`src/rtl/bus_master_if.sv`:
```
// Single-outstanding req/ack bus master with timeout and misalignment errors.
// Start-to-mem_req 1 cycle, ack-to-pulse 1 cycle; starts arriving while busy are dropped, never queued.
module bus_master_if #(
    parameter int unsigned TIMEOUT_CYCLES = 16,
    parameter bit          ALIGN_CHECK    = 1'b1
) (
    input  logic        clk,
    input  logic        rst_n,
    input  logic        BUS_start_transaction,
    input  logic        BUS_mode,
    input  logic [31:0] BUS_addr,
    input  logic [31:0] BUS_wdata,
    output logic [31:0] BUS_rdata,
    output logic        BUS_rdata_valid,
    output logic        BUS_write_done,
    output logic        BUS_error,
    output logic        BUS_busy,
    output logic        mem_req,
    output logic        mem_we,
    output logic [31:0] mem_addr,
    output logic [31:0] mem_wdata,
    input  logic        mem_ack,
    input  logic [31:0] mem_rdata
);

    localparam logic [7:0] LP_TIMEOUT = 8'(TIMEOUT_CYCLES);

    typedef enum logic [1:0] {
        S_IDLE,
        S_REQ,
        S_RESP
    } state_t;

    state_t      r_state;
    logic [7:0]  r_cnt;
    logic [31:0] r_rdata;
    logic        r_rdata_valid;
    logic        r_write_done;
    logic        r_error;
    logic        r_busy;
    logic        r_req;
    logic        r_we;
    logic [31:0] r_addr;
    logic [31:0] r_wdata;

    logic [7:0]  w_cnt_nxt;
    logic        w_misaligned;

    // Saturating increment keeps the counter from wrapping back under the limit.
    assign w_cnt_nxt    = (r_cnt == 8'hFF) ? r_cnt : r_cnt + 8'd1;
    assign w_misaligned = ALIGN_CHECK && (BUS_addr[1:0] != 2'b00);

    always_ff @(posedge clk or negedge rst_n) begin
        if (!rst_n) begin
            r_state       <= S_IDLE;
            r_cnt         <= 8'd0;
            r_rdata       <= 32'd0;
            r_rdata_valid <= 1'b0;
            r_write_done  <= 1'b0;
            r_error       <= 1'b0;
            r_busy        <= 1'b0;
            r_req         <= 1'b0;
            r_we          <= 1'b0;
            r_addr        <= 32'd0;
            r_wdata       <= 32'd0;
        end else begin
            r_rdata_valid <= 1'b0;
            r_write_done  <= 1'b0;
            r_error       <= 1'b0;
            case (r_state)
                S_IDLE: begin
                    if (BUS_start_transaction) begin
                        r_we    <= BUS_mode;
                        r_addr  <= {BUS_addr[31:2], 2'b00};
                        r_wdata <= BUS_wdata;
                        r_cnt   <= 8'd0;
                        r_busy  <= 1'b1;
                        // A rejected access still passes through RESP so busy covers its error pulse.
                        if (w_misaligned) begin
                            r_error <= 1'b1;
                            r_state <= S_RESP;
                        end else begin
                            r_req   <= 1'b1;
                            r_state <= S_REQ;
                        end
                    end
                end
                S_REQ: begin
                    if (mem_ack) begin
                        r_req   <= 1'b0;
                        r_state <= S_RESP;
                        if (r_we) begin
                            r_write_done <= 1'b1;
                        end else begin
                            r_rdata       <= mem_rdata;
                            r_rdata_valid <= 1'b1;
                        end
                    end else begin
                        r_cnt <= w_cnt_nxt;
                        if (w_cnt_nxt >= LP_TIMEOUT) begin
                            r_req   <= 1'b0;
                            r_error <= 1'b1;
                            r_state <= S_RESP;
                        end
                    end
                end
                S_RESP: begin
                    r_busy  <= 1'b0;
                    r_state <= S_IDLE;
                end
                default: begin
                    r_req   <= 1'b0;
                    r_busy  <= 1'b0;
                    r_state <= S_IDLE;
                end
            endcase
        end
    end

    assign BUS_rdata       = r_rdata;
    assign BUS_rdata_valid = r_rdata_valid;
    assign BUS_write_done  = r_write_done;
    assign BUS_error       = r_error;
    assign BUS_busy        = r_busy;
    assign mem_req         = r_req;
    assign mem_we          = r_we;
    assign mem_addr        = r_addr;
    assign mem_wdata       = r_wdata;

endmodule

```
`config.mk`:
```
export PLATFORM = sky130hd
export DESIGN_NAME = bus_master_if
export DESIGN_NICKNAME = d
export VERILOG_FILES = /design/src/rtl/bus_master_if.sv
export SDC_FILE = /design/constraint.sdc
export NUM_CORES = 1
export LEC_CHECK = 0
export ABC_AREA = 1
export CORE_MARGIN = 8
export CORE_UTILIZATION = 45
export DETAILED_ROUTE_END_ITERATION = 10
export DONT_BUFFER_PORTS = 1
export PLACE_DENSITY = 0.62
export REMOVE_ABC_BUFFERS = 1
export SLEW_MARGIN = 20
export SYNTH_ARGS = -nofsm -noshare
export SYNTH_HDL_FRONTEND = slang
export SYNTH_SLANG_ARGS = --single-unit
```
`constraint.sdc`:
```
create_clock -name clk -period 2.6 [get_ports clk]
set_input_delay 0.39 -clock clk [delete_from_list [all_inputs] [get_ports clk]]
set_output_delay 0.39 -clock clk [all_outputs]
set_load 0.005 [all_outputs]
```
==> summary by stage, run 1 <==
Logic synthesis
Synthesis inferred 110 register bits. By area the synthesized netlist is led by sky130_fd_sc_hd__dfrtp_1, sky130_fd_sc_hd__nand2_1, sky130_fd_sc_hd__inv_1. The share of the Yosys chip area taken by registers is 63.1%. The share of the synthesized area in the top cell type is 63.1%. Synthesis produced 505 cells. The number of flops mapped to enable cells by yosys is 0. For this run, asynchronously set or reset flops after synthesis account for 100%. The synthesized netlist contains 23 unique library cells. The count of yosys warnings during synthesis is 0.

In this run the cell area of the synthesized design comes to 4360 sq um. A synthesized cell averages 8.64 sq um. The most common cell in the netlist is sky130_fd_sc_hd__nand2_1.

In the synthesized netlist, the cells that appear most often are sky130_fd_sc_hd__nand2_1, sky130_fd_sc_hd__dfrtp_1, sky130_fd_sc_hd__inv_1. Of all cell types, the one taking the most synthesized area is sky130_fd_sc_hd__dfrtp_1. The most used flip-flop cell after synthesis is sky130_fd_sc_hd__dfrtp_1.

STA
The count of endpoints failing setup in the final report is 0. The count of final hold-check violations is 110. Clock skew on the completed layout was measured at 0.00580 ns. The actual slew at the worst max-slew pin is 0.605 ns.

The number of pins with negative max-slew slack in the final report is 0. Setup repair after global routing left no endpoint under its margin. Hold timing on the final database bottoms out at a slack of -0.293 ns. In the finished design, the share of the clock period the worst path needs comes to 71.0%. After routing, the total negative slack on setup checks comes to 0 ns. The highest achievable clock rate is 542 MHz.

The worst path in the final design needs a cycle of 1.85 ns, including I/O delays and setup. In this run the tightest slew margin relative to its limit is 59.7%.

Setup path
The worst path buffer plus inverter count is 2. The setup path with the least slack is of type flip-flop to flip-flop. Walking the worst path, the cells encountered are nor2_2, nand2_2, inv_2, buf_4, nand2_1, nand2_1.

The reg-to-reg startpoint is r_state[1]. The most common cell type on the critical path is sky130_fd_sc_hd__nand2_1. The critical path capture point is mem_wdata[12].

The setup slack on the worst flop-to-flop path is 0.75 ns. Data on the critical path is required at its endpoint by 2.91 ns. The maximum fanout count along the critical path is 63. The arrival time of data at the critical path endpoint is 2.15 ns. The largest stage delay on the critical path is 0.50 ns. The critical path depth in cells is 6. On the critical path the largest part of the delay comes from simple AND/OR/NAND/NOR gates. The most critical setup path has its startpoint at r_state[1]. The worst register-to-register path has a depth of 6.

The slowest stage of the critical path is the sky130_fd_sc_hd__buf_4 cell. The element type at the critical path start is a flip-flop. The type of element capturing the critical path is a flip-flop. The worst register-to-register path ends at mem_wdata[12].

Route
In the routed design, unresolved DRC markers number 0. The count of routing violations after the opening detailed-route iteration is 114. The total wire length after detailed routing is 10700 um. The wire length per cell is 16.8 um. The first TritonRoute pass finished after 4 iterations.

Using the TritonRoute via totals, the vias-per-cell ratio works out to 4.81. In this run the remaining antenna-violating nets after routing total 0. The via total after detailed routing is 3058.

Finish
After the flow finishes, the layout carries non-filler instances totaling 636. The count of inserted antenna diode cells is 0. The number of fill cells is 942. Measured on the finished design, the core utilization comes to 48.0%. The fraction of final layout cells with drive strength greater than 1 is 5.17%. At the end of the flow, the number of nets in the layout was 601. The area growth from synthesis to final layout is 5.56%.

Floorplan
The initial core utilization is 45.5%. The floorplan has 36 rows. The die height is 114 um. The width of the die is 114 um.

The top-level port count is 203. The die covers 13100 sq um. The region available for standard cell placement spans 9590 sq um.

Global route
The total overflow reported by the global router is 0. The global-route total usage across every layer is 16.5%. The number of global-route vias before repair is 3215. The number of antenna violations at the first check in global routing is 0.

Entering global routing, the biggest net connects 111 pins. The global-route wire length before repair is 16900 um.

Min path
The worst hold path belongs to the class primary input to async pin.

Place
Summed over all nets, the half-perimeter wirelength after detailed placement is 7700 um. The cell count after placement is 621. At the end of routability-driven placement, the weighted congestion stood at 0.759. The count of buffers from port buffering is 0.

Power
For this design the static power due to leakage is 2.52 nW. Power spread over the standard cell area amounts to 1150 nW/um^2. The worst-case vdd ir drop is 0.532 mV.

Clocking
The number of gates resized after CTS was 0. The clock reaches the later pin of the worst-skew pair after 0.37 ns. The maximum root-to-sink buffer count is 2. Buffers inserted during clock tree synthesis total 9.

TritonCTS built the clock tree. The tree built by TritonCTS fans out to 110 sinks. The library cell used as clock root buffer is sky130_fd_sc_hd__clkbuf_8. Clock-pin slew was measured on the worst setup and hold paths at 0.09 ns. The number of setup buffers added after CTS is 0.

The number of H-tree levels is 3.

Status
The run finished, with violations left. The checks that failed: negative hold slack.

Job
Max-cap violations in this run came to 0.
-- through the flow --
| stage | total power (W) | hold WS, ns | setup WS (ns) | area [sq um] |
|---|---|---|---|---|
| 2_1_floorplan | 0.00390 | 0.0944 | 0.586 | 4240 |
| 3_3_place_gp | 0.00433 | 0.0976 | 0.838 | 4430 |
| 3_5_place_dp | 0.00440 | 0.0985 | 0.742 | 4430 |
| 4_1_cts | 0.00540 | -0.314 | 0.734 | 4610 |
| 5_1_grt | 0.00575 | -0.334 | 0.461 | 4610 |
| 6_report | 0.00530 | -0.293 | 0.755 | 4610 |
-- report_power, final --
group          internal (W)  switching (W)
Sequential          0.00251       0.000746
Combinational      0.000396       0.000664
Clock              0.000440       0.000540
Total               0.00335        0.00195
-- flip-flops by register name, summed over array words and instances (netlist names) --
name,count
BUS_rdata,32
BUS_error,1
mem_wdata,32
r_cnt,8
BUS_write_done,1
BUS_busy,1
mem_req,1
r_state,2
BUS_rdata_valid,1
mem_we,1
mem_addr,30
-- kinds of logic (layout without fill, tap and decap cells) --
family | Yosys count | after routing | synth area share [%]
xor+xnor | 1 | 1 | 0.201
simple gates | 336 | 336 | 29.8
fa+ha+maj | 1 | 1 | 0.287
other cells | 1 | 2 | 0.0859
buf+inv | 39 | 36 | 4.53
compound gates | 17 | 17 | 2.06
flops | 110 | 110 | 63.1
-- cell type report --
cell class / count / area [sq um] / area share (%)
sequential: 110 / 2750 / 59.8
multi-input combinational: 357 / 1420 / 30.8
tap: 133 / 166 / 3.61
clock buffer: 11 / 131 / 2.85
inverter: 18 / 67.6 / 1.47
clock inverter: 4 / 48.8 / 1.06
timing repair buffer: 3 / 22.5 / 0.489
-- cell usage in the layout, fill, tap and decap left out --
master	n
sky130_fd_sc_hd__o21ai_0	9
sky130_fd_sc_hd__clkbuf_1	2
sky130_fd_sc_hd__nand2_2	2
sky130_fd_sc_hd__nand4_1	1
sky130_fd_sc_hd__xor2_1	1
sky130_fd_sc_hd__inv_2	4
sky130_fd_sc_hd__clkinv_4	1
sky130_fd_sc_hd__o22ai_1	1
sky130_fd_sc_hd__ha_1	1
sky130_fd_sc_hd__nor2_2	2
sky130_fd_sc_hd__nand3_2	1
sky130_fd_sc_hd__o21ai_1	2
sky130_fd_sc_hd__nor2_1	11
sky130_fd_sc_hd__nand2_1	313
sky130_fd_sc_hd__dfrtp_1	110
sky130_fd_sc_hd__a21oi_1	4
sky130_fd_sc_hd__conb_1	2
sky130_fd_sc_hd__inv_1	14
sky130_fd_sc_hd__bufinv_16	1
sky130_fd_sc_hd__clkbuf_8	9
sky130_fd_sc_hd__nor3_4	1
sky130_fd_sc_hd__a22o_1	1
sky130_fd_sc_hd__clkinv_2	2
sky130_fd_sc_hd__buf_4	3
sky130_fd_sc_hd__nand3_1	5
-- metal layers --
metal | wire [um] | track usage, % | vias to the layer above
met4 | 127 | 6.12 | 0
met3 | 1510 | 9.18 | 10
met5 | 0 | 0 | -
li1 | - | - | 1500
met1 | 4150 | 18.5 | 1417
met2 | 4900 | 25.8 | 131
-- how the worst min path moves through the flow --
stage / startpoint / slack (ns) / end
after floorplan: rst_n / 0.09 / BUS_busy
after global placement: rst_n / 0.1 / BUS_rdata[12]
after detailed placement: rst_n / 0.1 / BUS_rdata[12]
final: rst_n / -0.29 / BUS_rdata[6]
after global routing: rst_n / -0.33 / BUS_rdata[6]
after CTS: rst_n / -0.31 / mem_addr[30]
(Power assumes the default switching activity.)
==> run 2: changes to the inputs <==
--- a/config.mk
+++ b/config.mk
@@ -10,7 +10,7 @@
 export CORE_UTILIZATION = 45
 export DETAILED_ROUTE_END_ITERATION = 10
 export DONT_BUFFER_PORTS = 1
-export PLACE_DENSITY = 0.62
+export PLACE_DENSITY = 0.64
 export REMOVE_ABC_BUFFERS = 1
 export SLEW_MARGIN = 20
 export SYNTH_ARGS = -nofsm -noshare
==> constraint.sdc (replaced) <==
create_clock -name clk -period 1.65 [get_ports clk]
set_input_delay 0.2475 -clock clk [delete_from_list [all_inputs] [get_ports clk]]
set_output_delay 0.2475 -clock clk [all_outputs]
set_load 0.005 [all_outputs]
==> summary by stage, run 2 (synthesis results as in run 1) <==
Status
The flow ran to the end, but the final reports show violations. The final reports fail on negative hold slack.

Finish
The post-route cell area was 5640 sq um (+22%). The utilization after layout is 58.8% (+11 points). The number of fill cells is 808 (-14%). The leading cell type in the layout, fill and taps excluded is sky130_fd_sc_hd__nand2_1. The final net count is 696 (+16%).

The fraction of final layout cells with drive strength greater than 1 is 6.19% (+1.0 points). The area taken by multi-input logic gates came to 1450 sq um (+2.3%). Relative to the synthesized area, the layout overhead comes to 29.2%. The count of inserted antenna diode cells is 0 (unchanged).

In the layout the commonest cells are sky130_fd_sc_hd__nand2_1, sky130_fd_sc_hd__dfrtp_1, sky130_fd_sc_hd__dlygate4sd3_1. The area used by sequential logic in the layout is 2750 sq um (unchanged).

Route
The total wire length after detailed routing is 12300 um (+16%). The count of routing violations after the opening detailed-route iteration is 215 (+89%). The count of nets left with antenna violations after detail routing is 0 (unchanged).

The number of search-and-repair iterations in the first detailed-routing pass is 4 (unchanged). The mean number of vias per cell came to 4.92 (+2.3%). The wire length per cell was 16.9 um (+0.59%).

The number of DRC violations after detailed routing is 0 (unchanged). The via total after detailed routing was 3597 (+18%).

Global route
The maximum number of pins on one net before global-route repair is 111 (unchanged). The number of antenna violations at the first check in global routing is 0 (unchanged). The number of global-route vias before repair was 3953 (+23%). The total overflow reported by the global router is 0 (unchanged).

The global-route total usage across every layer is 19.3% (+2.8 points). The global-route wire length before repair is 20000 um (+19%).

Setup path
The maximum fanout count along the critical path is 3 (-95%). The largest stage delay on the critical path was 0.41 ns (-0.09 ns). The setup slack on the worst flop-to-flop path was 0.11 ns (-0.65 ns).

The reg-to-reg startpoint is r_cnt[0]. The element type at the critical path start is a flip-flop. The critical path class is flip-flop to flip-flop.

The arrival time of data at the critical path endpoint came to 1.80 ns (-0.35 ns). STA classifies the critical path endpoint as a flip-flop. The critical path goes through ha_1, nand3_1, xor2_1, nand2_1, nor2_2, nand3_2, o21ai_0, nor2_1. The master of the slowest instance on the critical path is sky130_fd_sc_hd__dfrtp_1. The critical path starts at r_cnt[0].

The required arrival time at the worst endpoint is 1.91 ns (-1.00 ns).

STA
The count of final hold-check violations was 110 (unchanged). The count of endpoints failing setup in the final report is 0 (unchanged). The number of pins with negative max-slew slack in the final report is 0 (unchanged).

The highest achievable clock rate is 648 MHz (+19%). The actual slew at the worst max-slew pin is 0.586 ns (-0.0185 ns). The relative slew slack was 60.9% (+1.2 points). The share of the clock period used by the worst path is 93.6% (+23 points). The tightest hold margin is -0.429 ns (-0.136 ns). The clock tree skew after final layout is 0.00428 ns (-0.00152 ns). Setup repair after global routing left no endpoint under its margin. The sum of negative setup slack was 0 ns (unchanged). The time the worst path needs with I/O delays and setup is 1.54 ns (-0.301 ns).

Clocking
The number of CTS-inserted buffers is 9 (unchanged). The maximum root-to-sink buffer count is 2 (unchanged). The library cell used as clock root buffer is sky130_fd_sc_hd__clkbuf_8. The clock tree from TritonCTS is built. The clock latency on the worst-skew pair is 0.36 ns (about the same). The clock-pin slew of the registers on the worst-case setup and hold paths is 0.09 ns (about the same).

The number of H-tree levels is 3 (unchanged). Hold repair after CTS inserted 93 buffers. The sink count of the clock tree came to 110 (unchanged).

Place
The count of buffers from port buffering was 0 (unchanged). The final HPWL from detailed placement is 7920 um (+2.9%). The final weighted congestion in routability-driven placement was 0.770 (+1.4%).

The post-place instance area is 4460 sq um (+0.73%).

Floorplan
The core region area is 9590 sq um (unchanged). The number of core rows is 36 (unchanged). The top-level port count is 203 (unchanged). The die height is 114 um (unchanged).

The initial core utilization is 45.5% (unchanged). The overall die area was 13100 sq um (unchanged). The width of the die came to 114 um (unchanged).

Job
The count of max-cap constraint violations is 0 (unchanged).

Power
The worst-case vdd ir drop is 0.757 mV (+42%). The static leakage came to 2.95 nW (+17%). The power per unit of standard cell area is 1570 nW/um^2 (+36%).

Min path
The tightest min-delay check is of the primary input to async pin type.
==> run 2: timing repair <==
action / in CTS / in global routing
setup buffers: 0 / 1
endpoints found under the setup margin: 0 / 35
hold endpoints to repair: 203 / 110
resized for setup: 0 / 11
==> run 2: metal layers <==
metal / wire (um) / vias to the layer above / track usage, %
met3: 1430 / 24 / 8.33
met4: 313 / 0 / 9.32
met1: 4560 / 1727 / 20.7
li1: - / 1691 / -
met5: 0 / - / 0
met2: 6050 / 155 / 32.0
==> run 2: report_power, final <==
part	internal [W]	total (W)	switching, W
Clock	0.000817	0.00167	0.000858
Combinational	0.000818	0.00199	0.00118
Sequential	0.00396	0.00518	0.00122
Total	0.00559	0.00885	0.00325
==> run 2: stage by stage <==
step | total power, W | hold WS, ns | setup WS, ns | std cells
2_1_floorplan | 0.00614 | -0.0481 | -0.364 | 485
3_3_place_gp | 0.00686 | -0.0438 | 0.0803 | 622
3_5_place_dp | 0.00698 | -0.0442 | 0.0273 | 622
4_1_cts | 0.00886 | -0.460 | 0.00930 | 730
5_1_grt | 0.00953 | -0.462 | 0.0233 | 731
6_report | 0.00885 | -0.429 | 0.106 | 731
==> run 2: layout make-up <==
| class | instances | share of cell area [%] |
|---|---|---|
| sequential | 110 | 48.8 |
| multi-input combinational | 357 | 25.7 |
| timing repair buffer | 98 | 17.6 |
| tap | 133 | 2.95 |
| clock buffer | 12 | 2.93 |
| inverter | 18 | 1.24 |
| clock inverter | 3 | 0.754 |
==> run 2: worst max-delay path: cells and delay by family (launching register included) <==
kind | cells | cell delay [ns]
XOR/XNOR | 1 | 0.16
AND/OR/NAND/NOR | 5 | 0.52
flip-flops | 1 | 0.41
adder cells (fa/ha/maj) | 1 | 0.25
AO/OA/AOI/OAI | 1 | 0.10
==> run 2: worst paths after layout <==
kind                                 end  depth (start not counted)
min                         mem_addr[13]                          0
max                           r_state[1]                          8
max in group asynchronous  BUS_rdata[13]                          0
min reg2reg                 BUS_rdata[2]                          2
min in group clk           BUS_rdata[19]                          2
max reg2reg                   r_state[1]                          8
